===== src/rtl/fetch_pkg.sv =====
// rtl/fetch_pkg.sv - shared widths, halt encoding and FSM states for the fetch sequencer
package fetch_pkg;
    localparam int PW = 16;
    localparam int IW = 9;
    localparam int LW = 4;

    localparam logic [IW-1:0] HALT_INST = 9'h1FF;

    typedef enum logic [1:0] {
        IDLE = 2'd0,
        RUN  = 2'd1,
        HALT = 2'd2
    } state_e;
endpackage


===== src/rtl/fetch_lut.sv =====
// rtl/fetch_lut.sv - combinational branch-target ROM, index -> absolute target or signed offset
module fetch_lut
    import fetch_pkg::*;
(
    input  logic [LW-1:0] br_idx,
    output logic [PW-1:0] target
);
    always_comb begin
        target = '0;
        case (br_idx)
            4'd1:    target = 16'hFFFD;
            4'd2:    target = 16'h0008;
            4'd3:    target = 16'h0003;
            default: target = '0;
        endcase
    end
endmodule


===== src/rtl/fetch_ctrl.sv =====
// rtl/fetch_ctrl.sv - PC register and IDLE/RUN/HALT fetch sequencer
// Optional RUN-cycle counter enabled by FETCH_CYCLE_CNT_EN.
module fetch_ctrl
    import fetch_pkg::*;
#(
    parameter logic [PW-1:0] START_PC = 16'h0000
) (
    input  logic          CLK,
    input  logic          rst_n,
    input  logic          start,
    input  logic          stall,
    input  logic [IW-1:0] inst,
    input  logic          br_abs,
    input  logic          br_rel,
    input  logic          br_cond,
    input  logic [LW-1:0] br_idx,
    output logic [PW-1:0] PC,
    output logic          running,
    output logic          done,
    output logic [15:0]   cycle_count
);
    state_e        state_q, state_d;
    logic [PW-1:0] pc_q, pc_d;
    logic [PW-1:0] lut_val;

    fetch_lut u_lut (
        .br_idx (br_idx),
        .target (lut_val)
    );

    always_ff @(posedge CLK or negedge rst_n) begin
        if (!rst_n) begin
            state_q <= IDLE;
            pc_q    <= '0;
        end else begin
            state_q <= state_d;
            pc_q    <= pc_d;
        end
    end

    // Halt outranks stall, which outranks branches; adds wrap modulo 2**PW.
    always_comb begin
        state_d = state_q;
        pc_d    = pc_q;
        case (state_q)
            IDLE, HALT: begin
                if (start) begin
                    state_d = RUN;
                    pc_d    = START_PC;
                end
            end
            RUN: begin
                if (inst == HALT_INST) begin
                    state_d = HALT;
                end else if (stall) begin
                    pc_d = pc_q;
                end else if (br_abs && br_cond) begin
                    pc_d = lut_val;
                end else if (br_rel && br_cond) begin
                    pc_d = pc_q + lut_val;
                end else begin
                    pc_d = pc_q + PW'(1);
                end
            end
            default: begin
                state_d = IDLE;
                pc_d    = '0;
            end
        endcase
    end

    assign PC      = pc_q;
    assign running = (state_q == RUN);
    assign done    = (state_q == HALT);

`ifdef FETCH_CYCLE_CNT_EN
    logic [15:0] cnt_q, cnt_d;

    always_comb begin
        cnt_d = cnt_q;
        if (state_q != RUN && state_d == RUN) begin
            cnt_d = '0;
        end else if (state_q == RUN && cnt_q != 16'hFFFF) begin
            cnt_d = cnt_q + 16'd1;
        end
    end

    always_ff @(posedge CLK or negedge rst_n) begin
        if (!rst_n) begin
            cnt_q <= '0;
        end else begin
            cnt_q <= cnt_d;
        end
    end

    assign cycle_count = cnt_q;
`else
    assign cycle_count = '0;
`endif
endmodule


===== config.mk =====
export PLATFORM = sky130hd
export DESIGN_NAME = fetch_ctrl
export DESIGN_NICKNAME = d
export VERILOG_FILES = /design/src/rtl/fetch_pkg.sv /design/src/rtl/fetch_lut.sv /design/src/rtl/fetch_ctrl.sv
export SDC_FILE = /design/constraint.sdc
export NUM_CORES = 1
export LEC_CHECK = 0
export ABC_AREA = 1
export CORE_MARGIN = 4
export CORE_UTILIZATION = 40
export CTS_CLUSTER_SIZE = 25
export DETAILED_ROUTE_END_ITERATION = 10
export GPL_TIMING_DRIVEN = 0
export PLACE_DENSITY_LB_ADDON = 0.08
export SKIP_LAST_GASP = 1
export SLEW_MARGIN = 20
export SYNTH_ARGS = -nofsm -noshare
export SYNTH_HDL_FRONTEND = slang
export SYNTH_SLANG_ARGS = --single-unit

===== constraint.sdc =====
create_clock -name CLK -period 4.06 [get_ports CLK]
set_input_delay 0.406 -clock CLK [delete_from_list [all_inputs] [get_ports CLK]]
set_output_delay 0.406 -clock CLK [all_outputs]
set_load 0.03 [all_outputs]

==> results of run 1 <==
layout make-up:
type                    instances  area, um^2  share of cell area
inverters                      56         210              0.0820
repair buffers                 37         370               0.144
flip-flops and latches         18         450               0.176
plain buffers                  19         149              0.0581
clock buffers                   4        55.1              0.0215
multi-input cells             249        1240               0.486
well taps                      67        83.8              0.0327
worst max-delay path by stage:
stage | start | to | cells past startpoint
2_1_floorplan | br_idx[3] | PC[13]$_DFFE_PN0P_ | 13
3_3_place_gp | br_idx[0] | PC[13]$_DFFE_PN0P_ | 15
3_5_place_dp | br_idx[0] | PC[13]$_DFFE_PN0P_ | 15
4_1_cts | br_idx[0] | PC[13]$_DFFE_PN0P_ | 15
5_1_grt | br_idx[0] | PC[9]$_DFFE_PN0P_ | 15
6_report | br_idx[0] | PC[13]$_DFFE_PN0P_ | 15
per-layer routing:
metal	vias up	global-route usage	wire length, um
li1	1100	-	-
met1	884	0.216	2310
met2	66	0.298	2260
met3	5	0.0287	335
met4	0	0.0420	55
met5	-	0	0
critical path: stages:
cell and delay (ns):
sky130_fd_sc_hd__clkdlybuf4s50_1 0.54, sky130_fd_sc_hd__inv_2 0.06, sky130_fd_sc_hd__nor2_2 0.08, sky130_fd_sc_hd__nand2_2 0.07
sky130_fd_sc_hd__nor2_1 0.76, sky130_fd_sc_hd__ha_1 0.43, sky130_fd_sc_hd__or2_2 0.32, sky130_fd_sc_hd__nand3_1 0.14
sky130_fd_sc_hd__nand2_1 0.09, sky130_fd_sc_hd__nand2_1 0.10, sky130_fd_sc_hd__nand2_1 0.06, sky130_fd_sc_hd__nand2_1 0.06
sky130_fd_sc_hd__nand3_1 0.07, sky130_fd_sc_hd__nand2_1 0.09, sky130_fd_sc_hd__nand2_1 0.05
power breakdown:
| part | switching [mW] | total [mW] | leakage, nW | internal, mW |
|---|---|---|---|---|
| Clock | 0.0747 | 0.161 | 0.0288 | 0.0866 |
| Combinational | 0.505 | 0.835 | 1.24 | 0.330 |
| Sequential | 0.0649 | 0.320 | 0.226 | 0.255 |
cells in the mapped netlist:
| cell type | count |
|---|---|
| sky130_fd_sc_hd__inv_1 | 52 |
| sky130_fd_sc_hd__clkbuf_8 | 1 |
| sky130_fd_sc_hd__ha_1 | 15 |
| sky130_fd_sc_hd__nor2_4 | 3 |
| sky130_fd_sc_hd__nor3_1 | 3 |
| sky130_fd_sc_hd__nand2_2 | 3 |
| sky130_fd_sc_hd__buf_4 | 16 |
| sky130_fd_sc_hd__nor2_1 | 14 |
| sky130_fd_sc_hd__inv_2 | 4 |
| sky130_fd_sc_hd__o21ai_0 | 9 |
| sky130_fd_sc_hd__nand2_4 | 1 |
| sky130_fd_sc_hd__fa_1 | 1 |
| sky130_fd_sc_hd__o21ai_2 | 4 |
| sky130_fd_sc_hd__nand4_1 | 5 |
| sky130_fd_sc_hd__nand3_1 | 26 |
| sky130_fd_sc_hd__nand2_1 | 124 |
| sky130_fd_sc_hd__nor2_2 | 2 |
| sky130_fd_sc_hd__a31oi_1 | 2 |
| sky130_fd_sc_hd__dfrtp_1 | 18 |
| sky130_fd_sc_hd__conb_1 | 1 |
| sky130_fd_sc_hd__buf_6 | 1 |
| sky130_fd_sc_hd__or2_2 | 3 |
| sky130_fd_sc_hd__and2_1 | 1 |
| sky130_fd_sc_hd__xor2_1 | 1 |
| sky130_fd_sc_hd__a21oi_1 | 16 |
| sky130_fd_sc_hd__clkbuf_1 | 1 |
through the flow:
step	hold slack [ns]	setup slack, ns	util
6_report	0.518	0.871	0.536
2_1_floorplan	0.110	1.65	-
3_5_place_dp	0.506	0.572	0.524
5_1_grt	0.544	0.575	0.536
4_1_cts	0.522	0.818	0.536
3_3_place_gp	0.496	0.629	0.524
registers in the layout, indices dropped and copies added (netlist names):
register and flops:
PC 16, state_q 2
cell families after synthesis:
family | count (synthesis)
xor+xnor | 1
other cells | 1
compound gates | 31
simple gates | 185
buf+inv | 75
flops | 18
fa+ha+maj | 16
==> summary.txt, run 1 <==
Outcome -> finished clean
Mean instance size in the synthesized netlist -> 6.11 um^2
Time the final worst path needs with I/O delays and setup -> 3.19 ns
Remaining design rule violation count -> 0
Number of antenna violations at the first check in global routing -> 0
Req. time, crit path -> 4.22 ns
Dominant combinational cell family by area after synthesis -> simple AND/OR/NAND/NOR gates
Kind of launch point of the worst setup path -> input port
GRT Residual Overflow -> 0
Data arrival time of the worst path -> 3.35 ns
Clock latency on the worst-skew pair -> 0.27 ns
Clock-pin slew on the worst setup and hold paths -> 0.08 ns
Worst-margin pin slew -> 1.00 ns
Fill count -> 508
Largest area contributor in the netlist -> sky130_fd_sc_hd__nand2_1
Top-Level Pins -> 54
Max-slew violation total from the final report -> 0
Number of CTS-inserted buffers -> 3
Worst supply voltage drop on vdd -> 0.245 mV
Top library cells by usage in the layout, fill and taps aside -> sky130_fd_sc_hd__nand2_1 (124), sky130_fd_sc_hd__inv_1 (52), sky130_fd_sc_hd__clkdlybuf4s50_1 (37), sky130_fd_sc_hd__nand3_1 (26), sky130_fd_sc_hd__dfrtp_1 (18)
Clock tree from TritonCTS -> done
Worst min-delay path startpoint -> PC[6]$_DFFE_PN0P_
Die Area -> 0.00619 mm^2
Htree depth -> 1
Power density cells -> 513 mW/mm^2
Post-cts hold buffer count -> 0
Antenna-violating nets left -> 0
Worst reg2reg setup slack -> 2.13 ns
Maximum number of pins on one net before global-route repair -> 19
Ratio of cells with drive above 1 in the final layout -> 0.110
Global-route wire length before repair -> 8.52 mm
CP Class -> input port to register
Via count of the first global-routing pass -> 1924
Area delta synth->final -> 28.3%
Gr usage total -> 0.170
Depth of the worst register-to-register path -> 11
Endpoint of the lowest-slack register-to-register path -> PC[12]$_DFFE_PN0P_
Placed instance count -> 446
Starting density of the core -> 0.418
Ranking of synthesized cells by area -> sky130_fd_sc_hd__nand2_1 (23%), sky130_fd_sc_hd__dfrtp_1 (23%), sky130_fd_sc_hd__inv_1 (9.8%), sky130_fd_sc_hd__ha_1 (9.4%), sky130_fd_sc_hd__nand3_1 (6.5%)
Peak fanout along the critical path -> 13
Top cell type's share of synthesized area -> 0.233
I/O Buffers -> 37
Routed wire length per instance -> 11.0 um
Final non-filler cell area -> 0.00256 mm^2
Ant diodes -> 0
Path category of the worst min-delay check -> register to register
Number of clock sinks seen by CTS -> 18
Dpl cell area -> 0.00251 mm^2
Flip-flop and latch count after synthesis -> 18
Ratio of final minimum period to clock period -> 0.785
Worst-case clock skew -> 0.00732 ns
Share of synthesized area occupied by flip-flops and latches -> 0.225
Post-Synth Simple-Gate Area -> 0.398
Worst r2r src -> PC[0]$_DFFE_PN0P_
Library cells used by synthesis -> 26
Width of the chip -> 78.7 um
Most common cell after layout, fill and taps aside -> sky130_fd_sc_hd__nand2_1
Area of the placeable core -> 0.00479 mm^2
Reported leakage power -> 1.49 nW
Vertical extent of the die -> 78.7 um
Post-synthesis share of cell area spent on xor and xnor gates -> 0.00438
Max Clk Rate -> 314 MHz
Setup TNS Final -> 0 ns
Hold Path Cell Cnt -> 2
Final layout net count -> 420
Detailed-route wire length -> 4.97 mm
Starting DRT DRC Count -> 91
Share of the synthesized area in compound gates (AO/OA/AOI/OAI) -> 0.0864
Number of maximum-capacitance constraint violations -> 0
Fin. Hold Viols -> 0
Power consumption -> 1.32 mW
Final setup violation count -> 0
Vias per Instance -> 4.57
Number of warning messages in the yosys log -> 0
Max Buffers Root-to-Sink -> 2
Worst-case hold path end point -> PC[6]$_DFFE_PN0P_
Fraction of synthesized area in multiplexers -> 0
Post-synthesis instance area -> 0.00200 mm^2
Total via count in the routed design -> 2055
Final weighted congestion in routability-driven placement -> 0.849
Unrepaired setup endpoints after global routing -> no
Critical Path End Type -> register
Final standard cell count with taps included and fillers excluded -> 450
Std cell rows -> 25
Post-detail-place hpwl -> 3.89 mm
Count of cells resized by post-cts repair -> 0
Clock root buffer -> sky130_fd_sc_hd__clkbuf_8
Setup Fix Bufs, Post-CTS -> 0
Adder-cell share of the synthesized area -> 0.104
Slew margin rel. -> 0.331
Router iterations before antenna repair -> 4
Synthesized instance count -> 327
Note: power is estimated with default switching activity, not from simulation.
==> inputs of run 2 (changes only) <==
clock period = 3.2 ns   (was 4.06 ns; I/O delays follow)
==> run 2 against run 1 <==
  * Sequential share of layout area is essentially flat
  * Non-clock buffer count unchanged
  * Die area unchanged
  * Largest power group unchanged
  * Final cell count is the same
  * Critical endpoint unchanged
  * Total power grew 27%
==> summary.txt, run 2 (synthesis results as in run 1) <==
Outcome -> finished clean
Max Clk Rate -> 354 MHz
I/O Buffers -> 37
Number of CTS-inserted buffers -> 3
Most common cell after layout, fill and taps aside -> sky130_fd_sc_hd__nand2_1
Via count of the first global-routing pass -> 1924
Starting DRT DRC Count -> 131
Path category of the worst min-delay check -> register to register
Worst hold-check slack -> 0.519 ns
Power density cells -> 651 mW/mm^2
Req. time, crit path -> 3.36 ns
Std cell rows -> 25
Worst reg2reg setup slack -> 1.25 ns
Depth of the worst register-to-register path -> 11
Multi-input logic area -> 0.00125 mm^2
Worst-margin pin slew -> 0.887 ns
Fin. Hold Viols -> 0
Peak fanout along the critical path -> 13
Vertical extent of the die -> 78.7 um
Clock tree from TritonCTS -> done
GRT Residual Overflow -> 0
Starting density of the core -> 0.418
Ratio of final minimum period to clock period -> 0.883
Final layout net count -> 420
Htree depth -> 1
Largest delay share family, worst path -> simple AND/OR/NAND/NOR gates
Antenna-violating nets left -> 0
Slew margin rel. -> 0.407
Setup crit end -> PC[13]$_DFFE_PN0P_
Worst Path Buf+Inv -> 2
Remaining design rule violation count -> 0
Register area -> 450 um^2
Power consumption -> 1.67 mW
Number of antenna violations at the first check in global routing -> 0
Vias per Instance -> 4.56
Ratio of cells with drive above 1 in the final layout -> 0.112
Clock-pin slew on the worst setup and hold paths -> 0.08 ns
Top library cells by usage in the layout, fill and taps aside -> sky130_fd_sc_hd__nand2_1 (124), sky130_fd_sc_hd__inv_1 (52), sky130_fd_sc_hd__clkdlybuf4s50_1 (37), sky130_fd_sc_hd__nand3_1 (26), sky130_fd_sc_hd__dfrtp_1 (18)
Total via count in the routed design -> 2052
Post-cts hold buffer count -> 0
Die Area -> 0.00619 mm^2
Clock root buffer -> sky130_fd_sc_hd__clkbuf_8
Worst r2r src -> PC[0]$_DFFE_PN0P_
Number of clock sinks seen by CTS -> 18
Gr usage total -> 0.170
Post-detail-place hpwl -> 3.89 mm
Fill count -> 508
Largest register FFs -> 16
Kind of launch point of the worst setup path -> input port
Time the final worst path needs with I/O delays and setup -> 2.82 ns
Setup TNS Final -> 0 ns
Ant diodes -> 0
Unrepaired setup endpoints after global routing -> no
Router iterations before antenna repair -> 4
Hold Path Cell Cnt -> 2
Max stage delay cell, worst path -> sky130_fd_sc_hd__clkdlybuf4s50_1
Width of the chip -> 78.7 um
Launching element of the worst setup path -> br_idx[0]
Final weighted congestion in routability-driven placement -> 0.849
Worst path max stage delay -> 0.54 ns
CP Class -> input port to register
Clock latency on the worst-skew pair -> 0.27 ns
Worst supply voltage drop on vdd -> 0.311 mV
Top cell by count, worst path -> sky130_fd_sc_hd__nand2_1
Setup Fix Bufs, Post-CTS -> 0
Max-slew violation total from the final report -> 0
Top-Level Pins -> 54
Final non-filler cell area -> 0.00257 mm^2
Routed wire length per instance -> 11.0 um
Data arrival time of the worst path -> 2.98 ns
Global-route wire length before repair -> 8.52 mm
Maximum number of pins on one net before global-route repair -> 19
Area of the placeable core -> 0.00479 mm^2
Critical Path End Type -> register
Worst-case clock skew -> 0.00729 ns
Number of maximum-capacitance constraint violations -> 0
Crit. path cell count -> 15
Crit path cell chain -> clkdlybuf4s50_1, inv_2, nor2_2, nand2_2, nor2_2, ha_1, or2_2, nand3_1, nand2_1, nand2_1, nand2_1, nand2_1, nand3_1, nand2_1, nand2_1
Max Buffers Root-to-Sink -> 2
Endpoint of the lowest-slack register-to-register path -> PC[12]$_DFFE_PN0P_
Area delta synth->final -> 28.4%
Reported leakage power -> 1.49 nW
Final setup violation count -> 0
Dpl cell area -> 0.00251 mm^2
Detailed-route wire length -> 4.96 mm
run 2: cell counts in the layout (fill, tap and decap cells not counted):
Identical to the previous run, type by type.
run 2: worst min path at each step:
stage | from | end | slack [ns]
final | PC[14]$_DFFE_PN0P_ | PC[14]$_DFFE_PN0P_ | 0.52
after CTS | PC[14]$_DFFE_PN0P_ | PC[14]$_DFFE_PN0P_ | 0.52
after detailed placement | PC[6]$_DFFE_PN0P_ | PC[6]$_DFFE_PN0P_ | 0.51
after global placement | PC[9]$_DFFE_PN0P_ | PC[9]$_DFFE_PN0P_ | 0.50
after floorplan | rst_n | PC[0]$_DFFE_PN0P_ | 0.02
after global routing | state_q[0]$_DFFE_PN0P_ | state_q[0]$_DFFE_PN0P_ | 0.54
run 2: area by class of cell:
class                      count  area share
buffer                        19      0.0580
clock buffer                   4      0.0215
inverter                      56      0.0819
multi-input combinational    249       0.486
sequential                    18       0.176
tap                           67      0.0327
timing repair buffer          37       0.144
run 2: worst reg2reg max path: cells and delay by family (launching register included):
family	cells	cell delay, ns
adders and majority gates	2	0.55
buffers and inverters	2	0.20
DFF	1	0.38
and+or+nand+nor	7	0.72
run 2: what timing repair did:
item,CTS,global route
hold endpoints to repair,0,0
endpoints found under the setup margin,0,8
gates resized for setup,0,1
run 2: power by group:
part           total, mW  internal (mW)  leakage [nW]  switching [mW]
Combinational       1.06          0.418          1.24           0.641
Sequential         0.406          0.323         0.226          0.0827
Clock              0.206          0.110        0.0288          0.0959
run 2: through the flow:
step	util	cells	setup WS, ns
2_1_floorplan	-	342	0.877
3_3_place_gp	0.524	446	-0.145
3_5_place_dp	0.524	446	-0.202
4_1_cts	0.536	450	0.0438
5_1_grt	0.536	450	0.151
6_report	0.536	450	0.376
run 2: per-layer routing:
metal  GRT usage  vias up  part of all wire
met5           0        -                 0
li1            -     1100                 -
met1       0.216      886              0.46
met2       0.298       61              0.46
met3      0.0287        5             0.066
met4      0.0420        0             0.011
==> variant 1: new RTL, settings of run 2 <==
Re-encode `state_e` (3 states) as one-hot, 3 bits wide.
--- a/src/rtl/fetch_pkg.sv
+++ b/src/rtl/fetch_pkg.sv
@@ -7,8 +7,8 @@
     localparam logic [IW-1:0] HALT_INST = 9'h1FF;
 
-    typedef enum logic [1:0] {
-        IDLE = 2'd0,
-        RUN  = 2'd1,
-        HALT = 2'd2
+    typedef enum logic [2:0] {
+        IDLE = 3'b001,
+        RUN  = 3'b010,
+        HALT = 3'b100
     } state_e;
 endpackage
Check against the original RTL: same outputs for any inputs over 10 cycles, from zero or initial values and one cycle with rst_n low; not proved beyond that.
==> variant 1 against run 2 <==
  * Final area is 1.6% higher
  * Die area is 2.5% higher
  * Setup slack worse by 0.085 ns
  * Register-to-register slack better by 0.08 ns
  * Area after synthesis is 2.8% higher
  * Wire length is 0.40% lower
  * Power is 38% lower
  * Critical path type unchanged
  * The flow now finishes with violations (hold timing)
  * Sequential cell count is 1 higher
==> variant 1: results <==
group,metric,value,unit
timing,timing.slew.headroom,56.1,%
final_layout,area_share_clock_buf_inv,1.73,%
power_and_ir_drop,cellInternalPower,583,uW
setup_path,setup.worst_path.end,"PC[11]$_DFFE_PN0P_",
final_layout,seqCellArea,477,um2
drt,route.final.wire_length,4940,um
timing,final_hold_viol_count,12,
final_layout,final_layout_size_suffix_gt1_share,8.61,%
cts,post_cts.resized_instances,1,
outcome,outcome,"finished, violations left",
power_and_ir_drop,power_clock,175,uW
setup_path,cp_data_arrival_time,3.07,ns
setup_path,reg2reg_depth,10,
outcome,violations_in_the_final_reports,"hold timing",
place,routabilityCongestion,0.902,
synth,post_synth_fa_ha_maj_area_fraction,10.1,%
global_route,grt_max_degree,20,
timing,final_skew,0.000799,ns
global_route,grt_first_pass_wirelength,8570,um
global_route,first_global_vias,1954,
hold_path,worst_hold_path_type,"in2async",
final_layout,seq_area_share,18.3,%
power_and_ir_drop,vdd_drop_max,0.000222,V
timing,min_period_over_period,90.9,%
synth,yosys-top-cells-area,"nand2_1 25%, dfrtp_1 22%, inv_1 10%, ha_1 9.1%, nand3_1 6.1%",
final_layout,share_of_cell_area_taken_by_multi_input_logic_gates,48.6,%
setup_path,timing.rr.end,"PC[8]$_DFFE_PN0P_",
drt,detailedRoute.firstIterationViolations,130,
timing,final.hold.worst_slack,-0.00416,ns
final_layout,num-nets-final,432,
setup_path,start_point_of_the_critical_path,"br_idx[3]",
variant 1: cell types whose count changed after synthesis, moves of 2 or more:
cell     before  now
inv_1        52   57
or2_2         3    1
nor2_1       14   17
nor2_2        2    0
nand2_1     124  136
inv_2         4    1
nor2_4        3    1
o21ai_2       4    2
variant 1: worst register-to-register path: stages (launching register included):
cell and delay (ns):
dfrtp_1 0.38, ha_1 0.18, inv_1 0.05, fa_1 0.36, inv_1 0.12, nand3_1 0.08
nand3_1 0.13, a21oi_1 0.10, and2_1 0.15, o21ai_2 0.15, nand2_1 0.06
variant 1: routing by layer:
| layer | up-vias | wire length (um) | global-route usage (%) |
|---|---|---|---|
| li1 | 1136 | - | - |
| met5 | - | 0 | 0 |
| met3 | 5 | 277 | 2.48 |
| met4 | 0 | 55 | 4.12 |
| met2 | 53 | 2200 | 28.5 |
| met1 | 870 | 2410 | 22.4 |
==> variant 2: new RTL, flow settings as in run 2 <==
Made on the original files. `IW`: 9 -> 18.
--- a/src/rtl/fetch_pkg.sv
+++ b/src/rtl/fetch_pkg.sv
@@ -2,5 +2,5 @@
 package fetch_pkg;
     localparam int PW = 16;
-    localparam int IW = 9;
+    localparam int IW = 18;
     localparam int LW = 4;
 
Ports: changed (resized inst); port bits go from 54 to 63. The function was not compared with the original's and may differ.
==> variant 2 against run 2 <==
  * Setup slack gained 0.0073 ns
  * Clock power is 4% lower
  * Final area up 2.2%
  * Sequential cell count stayed put
  * Wire length grew 1.3%
  * Power is 17% lower
  * Area after synthesis down 1.6%
  * Via count grew 1.4%
  * Critical endpoint is now PC[15]$_DFFE_PN0P_
==> variant 2: results <==
group,metric,value,unit
setup_path,cp_slowest_cell,"nor2_2",
synth,post_synthesis_average_cell_area,6.05,um2
setup_path,cp_data_arrival_time,2.97,ns
synth,ys_warn_count,0,
synth,synth_cell_type_count,28,
global_route,gr-usage-met3,3.33,%
drt,route.final.wire_length,5030,um
place,routabilityCongestion,0.856,
power_and_ir_drop,clock_power_share,14.2,%
power_and_ir_drop,vdd_drop_max,0.000218,V
cts,cts_post_setup_buffers_inserted,0,
drt,wl_met1,2240,um
cts,clock-root-buffer,"clkbuf_8",
final_layout,largest_reg_flops,16,
global_route,antenna_found_initial,0,
global_route,grt_max_degree,19,
synth,postSynth.topFlopCell,"dfrtp_1",
final_layout,antennaDiodeCount,0,
power_and_ir_drop,p_comb_share,58.9,%
cts,clock_pin_transition_on_the_worst_setup_and_hold_timing_paths,0.08,ns
cts,clock_tree.buffer_depth,2,
drt,detailedRoute.firstIterationViolations,85,
power_and_ir_drop,power.leakage,0.00148,uW
timing,timing.slew.headroom,40.5,%
place,dp_slack,-0.192,ns
drt,detailed_routing_iterations_pass_1,4,
power_and_ir_drop,power.net_switching,640,uW
global_route,first_global_vias,1984,
hold_path,worst_hold_path_type,"reg2reg",
drt,via_count,2080,
setup_path,crit_family,"simple AND/OR/NAND/NOR gates",
global_route,grt_first_pass_wirelength,8540,um
global_route,grt_use_total,17.1,%
global_route,grt_use_met2,30.1,%
final_layout,num-nets-final,436,
cts,numCtsBuffers,3,
drt,wl_per_cell,11.0,um
synth,yosys-top-cells-area,"nand2_1 24%, dfrtp_1 23%, ha_1 9.5%, inv_1 9.4%, buf_4 6.1%",
synth,synth_commonest_cells,"126 x nand2_1, 49 x inv_1, 23 x nand3_1, 23 x nor2_1, 18 x dfrtp_1",
cts,clkLatencyLatePin,0.26,ns
place,placedInstanceArea,2570,um2
timing,report.final.slew_viol_count,0,
place,place.port_buffers,46,
place,hpwlAfterDp,4070,um
timing,setup_tns,0,ns
synth,synth.yosys.seq_area_share,22.9,%
place,post-place-cells,453,
outcome,outcome,"complete, no violations",
synth,async_flop_share,100,%
power_and_ir_drop,power_clock,197,uW
drt,routed-wl-met3,417,um
timing,final_skew,0.00204,ns
global_route,globalRouteMet1Util,21.7,%
setup_path,critical_path.max_stage_delay,0.55,ns
setup_path,timing.critical_path.fanout_max,13,
cts,cts_max_level,1,
final_layout,final_layout_size_suffix_gt1_share,8.72,%
drt,top_routing_layer_in_use,"met4",
drt,met2WireLength,2340,um
==> variant 2: changes by cell type after synthesis, sizes merged, moves of 2 or more <==
cell,delta
nor2,+5
inv,-4
nand3,-2
a21oi,-5
xor2,+2
clkbuf,-2
==> variant 2: path summary, 6_finish.rpt <==
check,slack (ns),endpoint,start,cells past startpoint
max,0.38,PC[15]$_DFFE_PN0P_,br_idx[3],14
min,0.52,PC[12]$_DFFE_PN0P_,PC[12]$_DFFE_PN0P_,2
max in group asynchronous,2.09,PC[14]$_DFFE_PN0P_,rst_n,1
min reg2reg,0.52,PC[12]$_DFFE_PN0P_,PC[12]$_DFFE_PN0P_,2
min in group asynchronous,0.56,PC[5]$_DFFE_PN0P_,rst_n,1
max reg2reg,1.21,PC[8]$_DFFE_PN0P_,PC[0]$_DFFE_PN0P_,10
==> variant 2: layout make-up <==
| type | instances | area, um2 |
|---|---|---|
| timing repair buffer | 46 | 460 |
| buffer | 18 | 136 |
| sequential | 18 | 450 |
| clock buffer | 4 | 55.1 |
| multi-input combinational | 251 | 1240 |
| tap | 67 | 83.8 |
| inverter | 53 | 199 |
| fill | 497 | 2130 |
==> variant 2: cell families (layout without fill, tap and decap cells) <==
family / count (synthesis) / count (layout) / share of synthesized area, %
other: 1 / 16 / 0.191
flip-flops: 18 / 18 / 22.9
adder cells (fa/ha/maj): 16 / 16 / 10.6
buffers and inverters: 71 / 121 / 17.1
XOR/XNOR: 3 / 3 / 1.34
AND/OR/NAND/NOR: 188 / 188 / 40.0
AO/OA/AOI/OAI: 28 / 28 / 7.96
==> variant 2: timing repair <==
| item | 4_1_cts | 5_1_grt |
|---|---|---|
| resized for setup | 0 | 1 |
| endpoints found under the setup margin | 0 | 12 |
| hold buffers | 0 | 0 |
